**config.mk**
```make
export PLATFORM = sky130hd
export DESIGN_NAME = sprite_line_scheduler
export DESIGN_NICKNAME = d
export VERILOG_FILES = /design/src/rtl/sprite_line_scheduler.sv
export SDC_FILE = /design/constraint.sdc
export NUM_CORES = 1
export LEC_CHECK = 0
export ABC_CLOCK_PERIOD_IN_PS = 15100
export BUFFER_PORTS_ARGS = -buffer_cell sky130_fd_sc_hd__buf_2
export CAP_MARGIN = 0
export CORE_MARGIN = 5
export CORE_UTILIZATION = 55
export CTS_CLUSTER_SIZE = 12
export DETAILED_ROUTE_END_ITERATION = 8
export PLACE_DENSITY = 0.72
export SETUP_SLACK_MARGIN = 0.3
export SYNTH_ARGS = -nofsm -noshare
export SYNTH_HDL_FRONTEND = slang
export SYNTH_SLANG_ARGS = --single-unit
```
**constraint.sdc**
```tcl
create_clock -name clk -period 15.1 [get_ports clk]
set_input_delay 0.755 -clock clk [delete_from_list [all_inputs] [get_ports clk]]
set_output_delay 0.755 -clock clk [all_outputs]
set_load 0.01 [all_outputs]
```
**src/rtl/sprite_line_scheduler.sv**
```systemverilog
// sprite_line_scheduler
// Holds a CPU-written sprite attribute table. During horizontal blanking it
// reprograms a small pool of sprite detector slots with the sprites that
// cross the next scanline. The writes go out over the shared register bus.
// Optional feature macro: SPRITE_SCHED_OVERFLOW_EN. It enables the sticky
// overflow flag and the control register that clears it.
//
// Handshake: there is no back-pressure. Each sched_write_o pulse lasts one
// cycle and is one complete register write, with sched_index_o and
// sched_value_o valid in that same cycle. The detectors must accept it.
//
// State is visible to bound checkers as state_q: 0 idle, 1 clear, 2 scan,
// 3 load.
module sprite_line_scheduler #(
  parameter int          NUM_SPRITES   = 16,
  parameter int          NUM_SLOTS     = 4,
  parameter logic [11:0] SLOT_BASE     = 12'h000,
  parameter logic [11:0] TABLE_BASE    = 12'h100,
  parameter int          H_BLANK_START = 640,
  parameter int          V_TOTAL       = 525
) (
  input  logic        clk,
  input  logic        reset,
  input  logic [9:0]  raster_x,
  input  logic [9:0]  raster_y,
  input  logic        register_write_i,
  input  logic [11:0] register_index_i,
  input  logic [15:0] register_write_value_i,
  output logic        sched_write_o,
  output logic [11:0] sched_index_o,
  output logic [15:0] sched_value_o,
  output logic        busy_o,
  output logic        overflow_o
);

  localparam int IW = (NUM_SPRITES > 1) ? $clog2(NUM_SPRITES) : 1;
  localparam int SW = $clog2(NUM_SLOTS + 1);
  localparam int CW = (NUM_SLOTS > 1) ? $clog2(NUM_SLOTS) : 1;

  localparam logic [1:0] ST_IDLE  = 2'd0;
  localparam logic [1:0] ST_CLEAR = 2'd1;
  localparam logic [1:0] ST_SCAN  = 2'd2;
  localparam logic [1:0] ST_LOAD  = 2'd3;

  // Attribute table
  logic [9:0] tbl_x     [NUM_SPRITES];
  logic [9:0] tbl_y     [NUM_SPRITES];
  logic [3:0] tbl_shape [NUM_SPRITES];
  logic       tbl_en    [NUM_SPRITES];

  // Scheduler state
  logic [1:0]    state_q;
  logic [9:0]    target_q;
  logic [IW-1:0] n_q;
  logic [SW-1:0] slot_q;
  logic [CW-1:0] clr_q;
  logic [1:0]    fld_q;

  // CPU table write decode: entry n, field k lives at TABLE_BASE + 4*n + k
  logic [11:0]   tbl_off;
  logic          tbl_wr;
  logic [IW-1:0] wr_n;

  assign tbl_off = register_index_i - TABLE_BASE;
  assign tbl_wr  = register_write_i && (register_index_i >= TABLE_BASE) &&
                   (tbl_off < 12'(4 * NUM_SPRITES));
  assign wr_n    = tbl_off[IW+1:2];

  // Scan helpers: the 10-bit modular distance makes y near 1023 wrap onto low lines
  logic [9:0] y_diff;
  logic       cur_hit;
  logic       last_n;
  logic       slots_full;
  logic       trigger;
  logic [9:0] next_line;

  assign y_diff     = target_q - tbl_y[n_q];
  assign cur_hit    = tbl_en[n_q] && (y_diff[9:4] == 6'd0);
  assign last_n     = (n_q == IW'(NUM_SPRITES - 1));
  assign slots_full = (slot_q == SW'(NUM_SLOTS));
  assign trigger    = (raster_x == 10'(H_BLANK_START));
  assign next_line  = (raster_y == 10'(V_TOTAL - 1)) ? 10'd0 : raster_y + 10'd1;
  assign busy_o     = (state_q != ST_IDLE);

  // Table storage: accepts CPU writes in every state, fields truncated like the detector
  always_ff @(posedge clk) begin
    if (reset) begin
      for (int i = 0; i < NUM_SPRITES; i++) begin
        tbl_x[i]     <= '0;
        tbl_y[i]     <= '0;
        tbl_shape[i] <= '0;
        tbl_en[i]    <= 1'b0;
      end
    end else if (tbl_wr) begin
      case (tbl_off[1:0])
        2'd0:    tbl_x[wr_n]     <= register_write_value_i[9:0];
        2'd1:    tbl_y[wr_n]     <= register_write_value_i[9:0];
        2'd2:    tbl_shape[wr_n] <= register_write_value_i[3:0];
        default: tbl_en[wr_n]    <= (register_write_value_i != 16'd0);
      endcase
    end
  end

  // Scheduler FSM: one slot write or one table probe per cycle; bus outputs are registered
  always_ff @(posedge clk) begin
    if (reset) begin
      state_q       <= ST_IDLE;
      target_q      <= '0;
      n_q           <= '0;
      slot_q        <= '0;
      clr_q         <= '0;
      fld_q         <= '0;
      sched_write_o <= 1'b0;
      sched_index_o <= '0;
      sched_value_o <= '0;
    end else begin
      sched_write_o <= 1'b0;
      sched_index_o <= '0;
      sched_value_o <= '0;
      case (state_q)
        ST_IDLE: begin
          if (trigger) begin
            target_q <= next_line;
            n_q      <= '0;
            slot_q   <= '0;
            clr_q    <= '0;
            fld_q    <= '0;
            state_q  <= ST_CLEAR;
          end
        end
        ST_CLEAR: begin
          sched_write_o <= 1'b1;
          sched_index_o <= SLOT_BASE + 12'(clr_q) * 12'd4 + 12'd3;
          sched_value_o <= 16'd0;
          if (clr_q == CW'(NUM_SLOTS - 1)) state_q <= ST_SCAN;
          else                             clr_q   <= clr_q + CW'(1);
        end
        ST_SCAN: begin
          // A hit with all slots used is dropped here (and flagged when enabled)
          if (cur_hit && !slots_full) begin
            fld_q   <= 2'd0;
            state_q <= ST_LOAD;
          end else if (last_n) begin
            state_q <= ST_IDLE;
          end else begin
            n_q <= n_q + IW'(1);
          end
        end
        default: begin
          sched_write_o <= 1'b1;
          sched_index_o <= SLOT_BASE + 12'(slot_q) * 12'd4 + 12'(fld_q);
          case (fld_q)
            2'd0:    sched_value_o <= {6'd0, tbl_x[n_q]};
            2'd1:    sched_value_o <= {6'd0, tbl_y[n_q]};
            2'd2:    sched_value_o <= {12'd0, tbl_shape[n_q]};
            default: sched_value_o <= 16'd1;
          endcase
          if (fld_q == 2'd3) begin
            slot_q <= slot_q + SW'(1);
            if (last_n) begin
              state_q <= ST_IDLE;
            end else begin
              n_q     <= n_q + IW'(1);
              state_q <= ST_SCAN;
            end
          end else begin
            fld_q <= fld_q + 2'd1;
          end
        end
      endcase
    end
  end

`ifdef SPRITE_SCHED_OVERFLOW_EN
  logic ovf_set;
  logic ctrl_wr;
  logic ovf_q;

  assign ovf_set    = (state_q == ST_SCAN) && cur_hit && slots_full;
  assign ctrl_wr    = register_write_i &&
                      (register_index_i == TABLE_BASE + 12'(4 * NUM_SPRITES));
  assign overflow_o = ovf_q;

  // Sticky overflow flag: a new overflow beats a simultaneous clear
  always_ff @(posedge clk) begin
    if (reset)        ovf_q <= 1'b0;
    else if (ovf_set) ovf_q <= 1'b1;
    else if (ctrl_wr) ovf_q <= 1'b0;
  end
`else
  assign overflow_o = 1'b0;
`endif

endmodule
```
==> impl_results.md, run 1 <==
* Setup TNS at 0 ps
* RSZ-0062 raised after global routing: no
* Yosys warns at 0
* CTS buffer count at 46
* Worst path slowest cell: dfxtp_4
* Post-DP HPWL at 33430 um
* Layout Nets at 1620
* Cells on worst reg2reg path at 14
* Internal at 2.038 mW
* Worst setup endpoint: state_q[1]
* Pwr dens at ~110 mW/mm^2
* Final Slew Violations at 0
* Worst reg-to-reg setup slack at approximately 9900 ps
* Post-synthesis sequential area ratio at 61.50%
* Ant diodes at 0
* Grt met2 use at about two fifths
* Flop and latch count out of synthesis at 443
* Syn avg cell area at 13.93 um^2
* Comb pwr share at between 6 and 7%
* Critical path endpoint category: register
* Share of power burned in the clock network at 39.5%
* Core area at 0.03758 mm^2
* WP depth at 14
* FILL cells at 2814
* Area grow syn2layout at 10.16%
* TritonRoute pass-1 iters at 5
* Synth area leaders: edfxtp_1 (57%), mux4_2 (13%), and2_1 (9.7%)
* Share of the synthesized area in the top cell type at 57.39%
* Clock buffer depth at 3
* Setup Skew at 21.77 ps
* Leakage power at 7.770 nW
* Top cells by count, synth: edfxtp_1 (400), and2_1 (323), nor2_1 (147)
* Largest net degree at the start of global routing at 68
* Main synth FF type: edfxtp_1
* Final non-filler cell total at around 2100
* Critical path, cell by cell: buf_4 > mux4_2 > mux4_2 > inv_1 > ha_1 > o21ai_0 > o21ai_0 > xnor2_1 > nand4_1 > mux2_4 > a2111oi_4 > nand3_1 > a311o_1 > a21oi_1
* WS Path Type: reg -> reg
* GR peak layer: met2
* Initial core utilization at around 56%
* Sum of buffers and inverters on the critical path at 2
* CP required at roughly 16000 ps
* GR Layer Usage met1 at 34.40%
* Pre-CTS setup slack at roughly 9900 ps
* Hold Crit Start: slot_q[2]
* First-pass GRT wire length at 77660 um
* Crit-path max FO at 54
* Post-synth EDFFs at 400
* Wire per inst at 24.46 um
* Most common cell in the synthesized netlist: edfxtp_1
* Sw Share at between 20 and 25%
* Initial DRC Count at 1186
* Root Buffer: clkbuf_16
* Rel. slew slack at 26.53%
* Row count at 71
* Netlist Area Pre-Place at 0.02093 mm^2
* Vias in the first global route at roughly 12000
* Via density at ~6
* H-tree depth at 2
* Post-Syn Instances at 1503
* Period utilization at 34.29%
* Antenna-violating nets left at 0
* HP Class: reg -> reg
* Worst EP arrival at approximately 5700 ps
* Hold-critical path depth at 2
* Clock sinks at 443
* Worst-skew pair later-pin latency at 590 ps
* Num ports at 82
* Family with the most delay on the worst path: compound AO/OA/AOI/OAI gates
* Flop pwr share at ~54%
* Post-CTS Resized at 0
* Finish-stage setup viols at 0
* Worst-case vdd ir drop at approximately 0.088 mV
* Clk pin slew, worst setup/hold paths at 60 ps
* Unique masters post-synth at 61
* Routed vias at 12570
* Reg-to-reg critical path endpoint: state_q[1]
* Die X at 205.1 um
* Switch Pwr at 0.5820 mW
* Status: finished clean
* Port Buffers at 67
* Worst Max-Slew Pin Slew at 1102 ps
* Die area at between 0.04 and 0.05 mm^2
* Post-CTS Setup Bufs at 0
* Max incr delay on CP at 900 ps
* Routed WL at 51020 um
* Routability cong. at ~0.86
* Met3 Usage GRT at 4.480%
* FMAX at slightly below 0.2 GHz
* Final hold viol count at 0
* Util after Layout at approximately three fifths
* Die Ht at roughly 200 um
* Final worst setup slack at 9923 ps
* Min Tclk post-route at slightly above 5000 ps
* FFs w/ async S/R, synth at 0%
* Area leader, netlist: edfxtp_1
* Grt total ovfl at 0
* Max Cap Viol at 0
* Cells after DPL at roughly 2000
* Hold buffer count at CTS at 0
* DRC violations left at 0
* CTS tree: built
* Fraction of layout cells with a size suffix above 1 at 18.86%
* GRT Overall Usage at 24.74%
* Antenna violations before repair at 0
* Critical Path Start Type: register
## layout by cell type, fill, tap and decap left out, drive strengths merged, types with 6 or more instances in the layout
| cell | n |
|---|---|
| a211oi | 6 |
| a21oi | 24 |
| a22oi | 20 |
| and2 | 323 |
| and3 | 6 |
| buf | 105 |
| clkbuf | 59 |
| clkinv | 14 |
| conb | 14 |
| dfxtp | 43 |
| edfxtp | 400 |
| ha | 22 |
| inv | 26 |
| mux2i | 12 |
| mux4 | 122 |
| nand2 | 47 |
| nand3 | 16 |
| nand4 | 7 |
| nor2 | 147 |
| nor2b | 6 |
| nor3 | 11 |
| o21ai | 75 |
| xnor2 | 8 |
## metrics by stage
step                      area (um^2)  power [mW]  hold slack (ps)
after floorplan                 20980       1.540            448.6
after global placement          21730       1.604            470.9
after detailed placement        21730       1.610            471.2
after CTS                       23060       2.638            481.3
after global routing            23060       2.706            510.6
final                           23060       2.620            480.8
## power by group through the flow
stage	Sequential (mW)	Clock (mW)	Combinational [mW]
after floorplan	1.42	0	0.117
after global placement	1.43	0	0.173
after detailed placement	1.43	0	0.176
after CTS	1.41	1.05	0.177
after global routing	1.41	1.11	0.188
final	1.41	1.04	0.176
## cell type report
| cell class | count | area (um^2) | area share [%] |
|---|---|---|---|
| Clock buffer | 59 | 1210 | 5.247 |
| Multi-Input combinational cell | 926 | 7491 | 32.49 |
| Sequential cell | 443 | 12880 | 55.86 |
| Timing Repair Buffer | 105 | 620.6 | 2.691 |
| Tap cell | 511 | 639.4 | 2.773 |
| Clock inverter | 17 | 122.6 | 0.5318 |
| Inverter | 25 | 93.84 | 0.4070 |
## sequential cells by signal, indices dropped and copies added (netlist names), named ones only
register / flops
tbl_y: 160
tbl_shape: 64
sched_write_o: 1
target_q: 10
sched_value_o: 10
tbl_x: 160
tbl_en: 16
clr_q: 2
slot_q: 3
state_q: 2
fld_q: 2
n_q: 4
sched_index_o: 5
## tightest hold or removal path, delay by kind of cell, from the launching register on
| family | cells | cell delay, ps |
|---|---|---|
| AND/OR/NAND/NOR | 1 | 60 |
| AO/OA/AOI/OAI | 1 | 50 |
| flip-flops | 1 | 330 |
## worst min path at each step
stage,end,slack [ps]
detailed placement,slot_q[2],470
finish,slot_q[2],480
floorplan,slot_q[2],450
global route,slot_q[2],510
CTS,slot_q[2],480
global placement,slot_q[2],470
## layer usage
layer  up-vias  wire length [um]
met1      6356             20590
met4         0              1678
li1       5592                 -
met5         -                 0
met3        90              3968
met2       528             24780
## cells by family after synthesis
group / after synthesis / synth area share, %
AO/OA/AOI/OAI: 152 / 4.477
XOR/XNOR: 11 / 0.4603
adder cells (fa/ha/maj): 22 / 1.315
buffers and inverters: 147 / 2.947
flip-flops: 443 / 61.50
multiplexers: 137 / 13.94
other: 1 / 0.01792
AND/OR/NAND/NOR: 590 / 15.34
(Power assumes the default switching activity.)
==> inputs of run 2 (changes only) <==
--- a/config.mk
+++ b/config.mk
@@ -5,7 +5,7 @@
 export SDC_FILE = /design/constraint.sdc
 export NUM_CORES = 1
 export LEC_CHECK = 0
-export ABC_CLOCK_PERIOD_IN_PS = 15100
+export ABC_CLOCK_PERIOD_IN_PS = 5000
 export BUFFER_PORTS_ARGS = -buffer_cell sky130_fd_sc_hd__buf_2
 export CAP_MARGIN = 0
 export CORE_MARGIN = 5
==> constraint.sdc (replaced) <==
create_clock -name clk -period 5 [get_ports clk]
set_input_delay 0.25 -clock clk [delete_from_list [all_inputs] [get_ports clk]]
set_output_delay 0.25 -clock clk [all_outputs]
set_load 0.01 [all_outputs]
==> impl_results.md, run 2 (same netlist as run 1, synthesis figures left out) <==
* TritonRoute pass-1 iters at 5 (unchanged)
* Initial DRC Count at 1337 (+13%)
* Period utilization at 87.47% (+53 points)
* Die Ht at 205.1 um (unchanged)
* DRC violations left at 0 (unchanged)
* Worst path slowest cell: dfxtp_4
* Antenna violations before repair at 5 (+5)
* Clk pin slew, worst setup/hold paths at 60 ps (about the same)
* Worst-case vdd ir drop at 0.3545 mV (+300%)
* Antenna-violating nets left at 0 (unchanged)
* Setup TNS at 0 ps (unchanged)
* Setup Skew at 16.34 ps (-5.431 ps)
* FILL cells at 2838 (+0.85%)
* RSZ-0062 raised after global routing: no
* Core area at 0.03758 mm^2 (unchanged)
* Max Cap Viol at 0 (unchanged)
* Die X at 205.1 um (unchanged)
* Clock buffer depth at 3 (unchanged)
* WS Path Type: reg -> reg
* Layout Nets at 1627 (+0.43%)
* Largest registers: tbl_x: 160 flops, tbl_y: 160 flops, tbl_shape: 64 flops
* Clock sinks at 443 (unchanged)
* Final Slew Violations at 0 (unchanged)
* Rel. slew slack at 17.55% (-9.0 points)
* Area grow syn2layout at 10.80%
* Vias in the first global route at 12790 (+2.8%)
* Root Buffer: clkbuf_16
* Status: finished clean
* Pre-CTS setup slack at 594.2 ps (-9336 ps)
* Critical path, cell by cell: buf_12 > mux4_2 > mux4_2 > inv_1 > ha_1 > a211oi_1 > o21ai_0 > xnor2_1 > nand4_1 > mux2_4 > a2111oi_4 > nand3_1 > a311o_1 > a21oi_1
* Critical Path Most Common Cell: mux4_2
* Routability cong. at 0.8800 (+2.0%)
* Most common cell after layout, fill and taps aside: edfxtp_1
* Via density at 6.000 (-0.39%)
* Sum of buffers and inverters on the critical path at 2 (unchanged)
* Die area at 0.04206 mm^2 (unchanged)
* CTS buffer count at 47 (+2.2%)
* GRT Overall Usage at 25.15% (+0.41 points)
* Finish-stage setup viols at 0 (unchanged)
* Num ports at 82 (unchanged)
* Routed WL at 52260 um (+2.4%)
* Family with the most delay on the worst path: compound AO/OA/AOI/OAI gates
* Wire per inst at 24.85 um (+1.6%)
* Fraction of layout cells with a size suffix above 1 at 19.13% (+0.27 points)
* Worst EP arrival at 4880 ps (-790 ps)
* CP required at 5500 ps (-10100 ps)
* Final hold viol count at 0 (unchanged)
* H-tree depth at 2 (unchanged)
* Pwr dens at 345.6 mW/mm^2 (+200%)
* Worst-skew pair later-pin latency at 570 ps (-20 ps)
* First-pass GRT wire length at 79260 um (+2.1%)
* Hold WS at 55.46 ps (-425.4 ps)
* Row count at 71 (unchanged)
* Grt total ovfl at 0 (unchanged)
* Critical Path Start Type: register
* CTS tree: built
* Final worst setup slack at 626.4 ps (-9297 ps)
* FMAX at 0.2286 GHz (+18%)
* Leakage power at 7.840 nW (+0.90%)
* Largest net degree at the start of global routing at 65 (-4.4%)
* Post-CTS Setup Bufs at 0 (unchanged)
* Post-DP HPWL at 34030 um (+1.8%)
* Worst Max-Slew Pin Slew at 1232 ps (+130.2 ps)
* Most frequent cells in the layout: edfxtp_1 (400), and2_1 (323), nor2_1 (147), mux4_2 (122), o21ai_0 (75)
* Crit-path max FO at 15 (-72%)
* Final non-filler cell total at 2103 (+0.81%)
* Cells after DPL at 2016 (+0.30%)
* Pwr Total at 8.016 mW (+210%)
* Critical path endpoint category: register
* Routed vias at 12620 (+0.42%)
* Max incr delay on CP at 540 ps (-360 ps)
* Initial core utilization at 55.70% (unchanged)
* Min Tclk post-route at 4374 ps (-803.5 ps)
* HP Class: in -> reg
* Port Buffers at 67 (unchanged)
-- run 2: cell count changes in the layout (fill, tap and decap cells not counted) --
cell,previous run,this run
clkinvlp_4,1,0
buf_12,0,1
diode_2,0,3
buf_4,38,42
buf_6,0,1
clkinv_2,5,6
inv_6,2,1
clkbuf_16,46,48
clkinv_1,8,15
-- run 2: area by class of cell --
type / count / area (um^2) / area share, %
Timing Repair Buffer: 111 / 681.9 / 2.940
Multi-Input combinational cell: 926 / 7491 / 32.30
Clock buffer: 61 / 1260 / 5.433
Antenna cell: 3 / 7.507 / 0.03237
Sequential cell: 443 / 12880 / 55.54
Clock inverter: 23 / 137.6 / 0.5934
Inverter: 25 / 93.84 / 0.4046
Tap cell: 511 / 639.4 / 2.757
-- run 2: worst paths after layout --
check / start / to / slack, ps / depth (start not counted)
worst max register to register: register / state_q[1] / 630 / 14
worst max-delay path: register / state_q[1] / 630 / 14
worst min register to register: slot_q[2] / slot_q[2] / 480 / 2
worst min-delay path: raster_y[9] / target_q[9] / 60 / 4
-- run 2: layer usage --
metal / global-route usage, % / vias up / wire length, um
met5: 0 / - / 14
met4: 8.325 / 4 / 1563
met3: 5.319 / 105 / 4171
met2: 42.18 / 511 / 26200
met1: 33.13 / 6366 / 20310
li1: - / 5633 / -
-- run 2: tightest hold or removal path: cells and delay by family --
family                    cells  cell delay (ps)
xor gates and xnor gates      1              110
buffers and inverters         1              100
and+or+nand+nor               1               70
AOI/OAI and AO/OA             1               60
-- run 2: what timing repair did --
action	CTS	global route
hold buffers	0	0
hold endpoints to repair	0	0
gates resized for setup	0	1
endpoints found under the setup margin	0	4
-- run 2: stage by stage --
stage          util, %  cell area [um^2]
3_5_place_dp     57.97             21780
5_1_grt          61.70             23180
6_report         61.72             23190
4_1_cts          61.69             23180
3_3_place_gp     57.97             21780
2_1_floorplan        -             20980
-- run 2: report_power, final --
part	switching [mW]	internal, mW	total, mW
Combinational	0.322	0.217	0.539
Clock	1.41	1.82	3.23
Sequential	0.0580	4.19	4.25
Total	1.79	6.23	8.02
